File: src/rtl/cnn_load_pkg.sv
// Shared types and parameter defaults for the row stream loader.
package cnn_load_pkg;

  localparam int unsigned DEF_DW          = 32;
  localparam int unsigned DEF_ROW_LEN     = 32;
  localparam int unsigned DEF_ROWS        = 32;
  localparam int unsigned DEF_AW          = 10;
  localparam int unsigned DEF_ROM_LAT     = 1;
  localparam int unsigned DEF_NUM_SAMPLES = 16;

  typedef enum logic [1:0] {
    ST_IDLE,
    ST_FETCH,
    ST_DRAIN,
    ST_PRESENT
  } load_state_e;

  // Index width that stays legal for a modulus of 1.
  function automatic int unsigned width_of(input int unsigned n);
    return (n > 1) ? $clog2(n) : 1;
  endfunction

endpackage

File: src/rtl/rom_lat_pipe.sv
// Read-strobe delay line matching the ROM latency; flush drops every in-flight read.
module rom_lat_pipe #(
  parameter int unsigned LAT = 1
) (
  input  logic clk,
  input  logic rst,
  input  logic flush_i,
  input  logic vld_i,
  output logic vld_o
);

  logic [LAT-1:0] sr_q;
  logic [LAT-1:0] sr_d;

  always_comb begin
    sr_d    = sr_q;
    sr_d[0] = vld_i;
    for (int unsigned i = 1; i < LAT; i++) begin
      sr_d[i] = sr_q[i-1];
    end
    if (flush_i) begin
      sr_d = '0;
    end
  end

  always_ff @(posedge clk or negedge rst) begin
    if (!rst) begin
      sr_q <= '0;
    end else begin
      sr_q <= sr_d;
    end
  end

  assign vld_o = sr_q[LAT-1];

endmodule

File: src/rtl/row_stream_loader.sv
// Streams ROWS rows of ROW_LEN ROM words per sample into a wide row register,
// presenting each row with a valid/ready handshake.
module row_stream_loader
  import cnn_load_pkg::*;
#(
  parameter int unsigned DW          = DEF_DW,
  parameter int unsigned ROW_LEN     = DEF_ROW_LEN,
  parameter int unsigned ROWS        = DEF_ROWS,
  parameter int unsigned AW          = DEF_AW,
  parameter int unsigned ROM_LAT     = DEF_ROM_LAT,
  parameter int unsigned NUM_SAMPLES = DEF_NUM_SAMPLES
) (
  input  logic                          clk,
  input  logic                          rst,
  input  logic                          start,
  input  logic                          en,
  input  logic                          next_sample,
  output logic                          rom_rd,
  output logic [AW-1:0]                 rom_addr,
  input  logic [DW-1:0]                 rom_data,
  output logic [DW*ROW_LEN-1:0]         row_data,
  output logic                          row_valid,
  input  logic                          row_ready,
  output logic [width_of(ROWS)-1:0]     row_idx,
  output logic                          last_row,
  output logic                          done,
  output logic [width_of(NUM_SAMPLES)-1:0] ss,
  output logic                          busy
);

  localparam int unsigned RIW = width_of(ROWS);
  localparam int unsigned SSW = width_of(NUM_SAMPLES);
  localparam int unsigned CW  = $clog2(ROW_LEN + 1);

  if (64'(ROWS) * 64'(ROW_LEN) > (64'd1 << AW)) begin : g_bad_aw
    $error("row_stream_loader: ROWS*ROW_LEN exceeds the ROM address space");
  end
  if (ROM_LAT < 1 || ROM_LAT > 4) begin : g_bad_lat
    $error("row_stream_loader: ROM_LAT must be 1..4");
  end

  load_state_e             state_q, state_d;
  logic [AW-1:0]           addr_q, addr_d;
  logic [CW-1:0]           rd_cnt_q, rd_cnt_d;
  logic [CW-1:0]           cap_cnt_q, cap_cnt_d;
  logic [DW*ROW_LEN-1:0]   row_q, row_d;
  logic [RIW-1:0]          row_idx_q, row_idx_d;
  logic [SSW-1:0]          ss_q, ss_d;
  logic                    done_q, done_d;

  logic rd_issue;
  logic cap_vld;
  logic capture;

  assign rd_issue = (state_q == ST_FETCH) && en && !next_sample;
  // Returns are captured whether or not en is high; only an abort drops them.
  assign capture  = cap_vld && !next_sample &&
                    ((state_q == ST_FETCH) || (state_q == ST_DRAIN));

  rom_lat_pipe #(
    .LAT(ROM_LAT)
  ) u_lat_pipe (
    .clk    (clk),
    .rst    (rst),
    .flush_i(next_sample),
    .vld_i  (rd_issue),
    .vld_o  (cap_vld)
  );

  always_comb begin
    state_d   = state_q;
    addr_d    = addr_q;
    rd_cnt_d  = rd_cnt_q;
    cap_cnt_d = cap_cnt_q;
    row_d     = row_q;
    row_idx_d = row_idx_q;
    ss_d      = ss_q;
    done_d    = 1'b0;

    if (capture) begin
      for (int unsigned k = 1; k < ROW_LEN; k++) begin
        row_d[k*DW +: DW] = row_q[(k-1)*DW +: DW];
      end
      row_d[0 +: DW] = rom_data;
      cap_cnt_d      = cap_cnt_q + 1'b1;
    end

    if (rd_issue) begin
      addr_d   = addr_q + 1'b1;
      rd_cnt_d = rd_cnt_q + 1'b1;
    end

    unique case (state_q)
      ST_IDLE: begin
        if (start) begin
          state_d   = ST_FETCH;
          addr_d    = '0;
          row_idx_d = '0;
          rd_cnt_d  = '0;
          cap_cnt_d = '0;
        end
      end
      ST_FETCH: begin
        if (rd_issue && (rd_cnt_q == CW'(ROW_LEN - 1))) begin
          state_d = ST_DRAIN;
        end
      end
      ST_DRAIN: begin
        if (capture && (cap_cnt_q == CW'(ROW_LEN - 1))) begin
          state_d = ST_PRESENT;
        end
      end
      ST_PRESENT: begin
        if (row_ready) begin
          if (row_idx_q == RIW'(ROWS - 1)) begin
            done_d  = 1'b1;
            state_d = ST_IDLE;
          end else begin
            row_idx_d = row_idx_q + 1'b1;
            rd_cnt_d  = '0;
            cap_cnt_d = '0;
            state_d   = ST_FETCH;
          end
        end
      end
      default: state_d = ST_IDLE;
    endcase

    // Abort overrides everything decided above, including start and acceptance.
    if (next_sample) begin
      state_d   = ST_IDLE;
      addr_d    = '0;
      row_idx_d = '0;
      rd_cnt_d  = '0;
      cap_cnt_d = '0;
      done_d    = 1'b0;
      ss_d      = (ss_q == SSW'(NUM_SAMPLES - 1)) ? '0 : ss_q + 1'b1;
    end
  end

  always_ff @(posedge clk or negedge rst) begin
    if (!rst) begin
      state_q   <= ST_IDLE;
      addr_q    <= '0;
      rd_cnt_q  <= '0;
      cap_cnt_q <= '0;
      row_q     <= '0;
      row_idx_q <= '0;
      ss_q      <= '0;
      done_q    <= 1'b0;
    end else begin
      state_q   <= state_d;
      addr_q    <= addr_d;
      rd_cnt_q  <= rd_cnt_d;
      cap_cnt_q <= cap_cnt_d;
      row_q     <= row_d;
      row_idx_q <= row_idx_d;
      ss_q      <= ss_d;
      done_q    <= done_d;
    end
  end

  assign rom_rd    = rd_issue;
  assign rom_addr  = addr_q;
  assign row_data  = row_q;
  assign row_valid = (state_q == ST_PRESENT);
  assign row_idx   = row_idx_q;
  assign last_row  = row_valid && (row_idx_q == RIW'(ROWS - 1));
  assign done      = done_q;
  assign ss        = ss_q;
  assign busy      = (state_q != ST_IDLE);

endmodule

File: config.mk
export PLATFORM = sky130hd
export DESIGN_NAME = row_stream_loader
export DESIGN_NICKNAME = d
export VERILOG_FILES = /design/src/rtl/cnn_load_pkg.sv /design/src/rtl/rom_lat_pipe.sv /design/src/rtl/row_stream_loader.sv
export SDC_FILE = /design/constraint.sdc
export NUM_CORES = 1
export LEC_CHECK = 0
export ABC_CLOCK_PERIOD_IN_PS = 3100
export BUFFER_PORTS_ARGS = -buffer_cell sky130_fd_sc_hd__buf_2
export CORE_AREA = 2 2 422 424
export CTS_CLUSTER_DIAMETER = 60
export DETAILED_ROUTE_END_ITERATION = 10
export DIE_AREA = 0 0 424 426
export GPL_TIMING_DRIVEN = 0
export PLACE_DENSITY = 0.47
export REMOVE_ABC_BUFFERS = 1
export SLEW_MARGIN = 20
export SYNTH_ARGS = -nofsm -noshare
export SYNTH_HDL_FRONTEND = slang
export SYNTH_SLANG_ARGS = --single-unit
export TNS_END_PERCENT = 20
File: constraint.sdc
create_clock -name clk -period 3.1 [get_ports clk]
set_clock_uncertainty 0.15 [all_clocks]
set_input_delay 0.465 -clock clk [delete_from_list [all_inputs] [get_ports clk]]
set_output_delay 0.465 -clock clk [all_outputs]
set_load 0.02 [all_outputs]
==> run summary, run 1 <==
largest net degree at the start of global routing: 130
Die Span X: 424 microns
design area: 54300 sq um
Initial Util: 0.227
largest family of logic cells by synthesized area: simple AND/OR/NAND/NOR gates
gr busiest metal: met2
H-tree Lvls: 4
ys flop type: dfrtp_1
met3 GRT Util: 0.0375
MaxCap Viol Count: 0
Max Root-Sink Buffers: 3
post-synth cell types: 36
crit path time final: 2.95 ns
Nets: 5693
PnR worst setup slack: 0.155 ns
Compound-Gate Fraction of Synth Area: 0.00355
drt first pass iters: 6
vias in the first global route: 31467
Post-Synth XOR/XNOR Area: 0.00396
unrepaired setup endpoints after global routing: no
worst path arrival time: 2.33 ns
final hold violations: 0
Data required, critical path: 2.48 ns
Yosys reg bits: 1059
RePlAce Congestion: 0.879
cell taking the most area after synthesis: dfrtp_1
Yosys top cell area share: 0.665
first-pass GRT wire length: 223000 microns
met1 Use GR: 0.207
cts bufs inserted: 138
post-route ant nets: 0
Root Driver: clkbuf_16
fin crit share: 0.950
max_slew headroom: 0.483
power density over cell area: 622 nW/um^2
Max FO, Critical Path: 12
Commonest cells post-synth: nand2_1, dfrtp_1, clkbuf_1, nor2_1, buf_1
post-synthesis mux area share: 0.00170
Setup crit end kind: output pin
clk slew on worst S/H paths: 0.06 ns
Die Area: 181000 sq um
grt met2 use: 0.276
top-count cell post-synth: nand2_1
buffers added on ports: 1085
layout cell share with drive strength beyond 1: 0.247
number of synthesis warnings: 0
area of the mapped netlist: 39800 sq um
clock sinks: 1059
DRC Markers: 0
Simple-Gate Fraction of Synth Area: 0.299
chip height: 426 microns
Setup-failing EPs final: 0
Post-Synth Adder-Cell Area: 0.00346
synth top area cells: dfrtp_1, nand2_1, clkbuf_1
DRT Wirelength: 155000 microns
DR vias/cell: 4.10
HPWL Detailed: 116000 microns
Synth async-reset ratio: 1.00
Seq/Total Area, Yosys: 0.665
Overall Power: 33800 uW
crit path kind: reg -> out
number of synthesized flops with an enable pin: 0
initial antenna violation count: 8
status: finished clean
# rows: 154
Initial DRC Count: 2527
achievable clock frequency: 0.340 GHz
placed cells: 7797
worst skew pair latency: 0.79 ns
HP Class: in -> async
maximum vdd drop: 497 uV
Layout Cells excl Fill: 8095
Critical Path Start Type: flip-flop
P_leak: 0.0329 uW
core box area: 176000 sq um
CTS tree: done
final max-slew violation count: 0
final setup TNS: 0 ns
syn avg cell area: 8.84 sq um
slew at the pin closest to its max-slew limit: 0.776 ns
num ports: 1086
Area growth, synth to finish: 36.4%
placed cell areas: 49000 sq um
Avg WL per Cell: 19.1 microns
grt ovf: 0
Mapped Cells: 4504
DP Worst Slack: -0.714 ns
Via Count: 33222
Tot GR Track Use: 0.166
[power by group]
group	leakage (uW)	switching (uW)	internal (uW)
registers	0.0148	348	14200
logic	0.0159	1920	820
clock network	0.00231	6720	9760
[routing by layer]
metal | vias to the layer above | share of wire
li1 | 15961 | -
met1 | 16091 | 0.41
met2 | 883 | 0.49
met3 | 287 | 0.052
met4 | 0 | 0.044
met5 | - | 0
[kinds of logic (layout without fill, tap and decap cells)]
family,after synthesis,after routing
mux,6,6
flops,1059,1059
buf+inv,239,1488
xor+xnor,18,18
compound gates,24,24
fa+ha+maj,11,11
other cells,0,1
simple gates,3147,3148
[cell usage in the layout (no fill, tap or decap), types with 5 or more instances in the layout]
cell type / count
nand2_1: 3091
buf_2: 1084
dfrtp_1: 1059
clkbuf_16: 139
dlygate4sd3_1: 39
buf_6: 38
clkbuf_8: 30
clkbuf_1: 27
buf_8: 27
buf_16: 24
nor2_1: 18
clkinv_2: 15
buf_12: 13
xor2_1: 12
o21ai_0: 11
ha_1: 10
inv_6: 9
bufinv_16: 8
a21oi_1: 7
inv_1: 6
nand4_1: 6
xnor2_1: 6
nand3_1: 6
and3_1: 5
inv_8: 5
[registers in the layout, indices dropped and copies added (netlist names)]
register and count:
rom_addr 10, row_idx 5, rd_cnt_q 6, cap_cnt_q 6
row_data 1024, state_q 2, u_lat_pipe.vld_o 1, done 1
ss 4
[cell type report]
| cell class | count | area, sq um |
|---|---|---|
| diodes | 1 | 2.50 |
| clock buffers | 195 | 3970 |
| clock inverters | 55 | 763 |
| fillers | 18751 | 121000 |
| inverters | 7 | 26.3 |
| multi-input cells | 3207 | 12500 |
| flip-flops and latches | 1059 | 26500 |
| well taps | 2340 | 2930 |
| repair buffers | 1231 | 7680 |
[critical path, stage by stage, from the launching register on]
cell,delay (ns)
dfrtp_1,0.41
inv_1,0.17
ha_1,0.32
and3b_4,0.39
buf_2,0.26
[stage by stage]
stage          utilization  hold slack [ns]
2_1_floorplan            -           0.0194
3_3_place_gp         0.269            0.302
3_5_place_dp         0.279            0.309
4_1_cts              0.309            0.162
5_1_grt              0.309            0.220
6_report             0.309            0.210
[repair_timing]
item | 4_1_cts | 5_1_grt
setup buffers | 3 | 0
setup endpoints to repair | 183 | 182
gates cloned | 3 | 1
pin swaps | 2 | 0
hold buffers | 43 | 0
gates resized for setup | 8 | 3
endpoints found under the hold margin | 205 | 0
[path summary, 6_finish.rpt]
path	cells after the start	from	to	slack, ns
worst min-delay path	3	rst	row_data[492]	0.21
max in group asynchronous	8	rst	row_data[668]	0.47
worst max register to register	13	state_q[1]	row_data[992]	0.21
min in group clk	4	rom_data[12]	row_data[12]	0.25
worst max-delay path	4	state_q[1]	rom_rd	0.15
worst min register to register	2	row_data[424]	row_data[456]	0.31
Power figures use the tool's default switching activity.
==> run 2, diff against run 1 <==
BUFFER_PORTS_ARGS = -buffer_cell sky130_fd_sc_hd__clkbuf_2   (was -buffer_cell sky130_fd_sc_hd__buf_2)
==> run 2 against run 1 <==
Flip-flop and latch count unchanged. Total power down 2.6%. Hold slack got worse by 0.12 ns. First-iteration DRC count down 4.7%. Critical endpoint is now row_data[409].
==> run summary, run 2 (synthesis gave the netlist of run 1 again) <==
status: finished clean
Max Root-Sink Buffers: 3 (unchanged)
PnR worst setup slack: 0.105 ns (-0.0499 ns)
chip height: 426 microns (unchanged)
drt first pass iters: 5 (-1)
initial antenna violation count: 5 (-3)
Initial Util: 0.227 (unchanged)
crit path kind: reg -> reg
Overall Power: 32900 uW (-2.6%)
final max-slew violation count: 0 (unchanged)
first-pass GRT wire length: 225000 microns (+0.66%)
post-route ant nets: 0 (unchanged)
CTS tree: done
Setup crit end kind: flip-flop
HP Class: in -> async
maximum vdd drop: 447 uV (-10%)
vias in the first global route: 31686 (+0.70%)
Critical Path Start Type: flip-flop
# rows: 154 (unchanged)
DP Worst Slack: -0.603 ns (+0.111 ns)
DR vias/cell: 4.13 (+0.61%)
max_slew headroom: 0.552 (+0.0689)
grt ovf: 0 (unchanged)
Area growth, synth to finish: 36.8%
most frequent cells in the layout: nand2_1, clkbuf_2, dfrtp_1
H-tree Lvls: 4 (unchanged)
Die Span X: 424 microns (unchanged)
Die Area: 181000 sq um (unchanged)
RePlAce Congestion: 0.901 (+2.5%)
crit path time final: 2.99 ns (+0.0499 ns)
Root Driver: clkbuf_16
Nets: 5706 (+0.23%)
largest net degree at the start of global routing: 86 (-34%)
Avg WL per Cell: 19.3 microns (+0.84%)
final hold violations: 0 (unchanged)
slew at the pin closest to its max-slew limit: 0.672 ns (-0.103 ns)
MaxCap Viol Count: 0 (unchanged)
commonest non-fill, non-tap cell in the layout: nand2_1
Data required, critical path: 3.65 ns (+1.17 ns)
num ports: 1086 (unchanged)
power density over cell area: 605 nW/um^2 (-2.8%)
Diodes inserted: 0 (-1)
cts bufs inserted: 137 (-0.72%)
max reg flops: 1024 (unchanged)
core box area: 176000 sq um (unchanged)
HPWL Detailed: 117000 microns (+0.43%)
Setup-failing EPs final: 0 (unchanged)
unrepaired setup endpoints after global routing: no
fin crit share: 0.966 (+0.0161)
buffers added on ports: 1085 (unchanged)
Initial DRC Count: 2409 (-4.7%)
Tot GR Track Use: 0.168 (+0.00150)
achievable clock frequency: 0.334 GHz (-1.7%)
clk slew on worst S/H paths: 0.06 ns (about the same)
Via Count: 33416 (+0.58%)
P_leak: 0.0320 uW (-2.8%)
clock sinks: 1059 (unchanged)
worst skew pair latency: 0.79 ns (about the same)
DRT Wirelength: 156000 microns (+0.82%)
Max FO, Critical Path: 55 (+43)
DRC Markers: 0 (unchanged)
layout cell share with drive strength beyond 1: 0.248 (+0.000738)
worst path arrival time: 3.55 ns (+1.22 ns)
## run 2: cell types whose count changed in the layout (fill, tap and decap cells not counted), moves of 6 or more
cell / delta
clkbuf_2: +1084
nand2_1: -9
bufinv_16: -6
nand2_2: +9
buf_16: +10
buf_2: -1084
## run 2: repair_timing
action	in CTS	in global routing
setup endpoints to repair	331	114
pin swaps	2	0
hold buffers	49	0
cloned	8	3
resized for setup	16	11
hold endpoints to repair	196	0
buffers inserted	3	0
## run 2: per-stage QoR
stage | setup TNS, ns | util | hold WS [ns] | area (sq um) | cells
after global placement | - | 0.269 | 0.306 | 47300 | 7697
after detailed placement | -169.57 | 0.279 | 0.257 | 49100 | 7801
after CTS | -0.00859 | 0.310 | 0.00604 | 54400 | 8093
after global routing | 0 | 0.310 | 0.0515 | 54500 | 8093
after floorplan | - | - | 0.0194 | 39000 | 4272
final | 0 | 0.310 | 0.0865 | 54500 | 8093
## run 2: path summary, 6_finish.rpt
check                         startpoint             to  slack (ns)  cells past startpoint
min in group clk             rom_data[6]    row_data[6]        0.26                      4
min reg2reg                row_data[994]  row_data[994]        0.32                      2
max in group asynchronous            rst  row_data[623]        0.70                     12
max                           state_q[1]  row_data[409]        0.11                     10
min                                  rst   row_data[43]        0.09                      8
max reg2reg                   state_q[1]  row_data[409]        0.11                     10
## run 2: cell type report
| type | instances | area, sq um |
|---|---|---|
| Fill cell | 18716 | 121000 |
| Sequential cell | 1059 | 26500 |
| Multi-Input combinational cell | 3207 | 12500 |
| Timing Repair Buffer | 1245 | 8160 |
| Clock buffer | 199 | 4000 |
| Tap cell | 2340 | 2930 |
| Clock inverter | 36 | 397 |
| Inverter | 7 | 26.3 |
## run 2: where the power goes
group          switching, uW  internal [uW]  total [uW]
combinational           1940            863        2800
clock                   6380           9160       15500
sequential               359          14200       14600
total                   8680          24300       32900
## run 2: worst max-delay path, stage by stage, from the launching register on
cell and delay (ns):
dfrtp_1 0.39, inv_1 0.11, ha_2 0.44, and3b_4 0.26, buf_12 0.11, buf_12 0.21, buf_12 0.26, buf_16 0.28
buf_16 0.22, nand2_1 0.25, nand2_1 0.14
## run 2: per-layer routing
layer,global-route usage,vias to the layer above,share of wire
li1,-,15978,-
met1,0.207,16321,0.41
met2,0.276,836,0.49
met3,0.0408,279,0.050
met4,0.0758,2,0.045
met5,0,-,0.000090
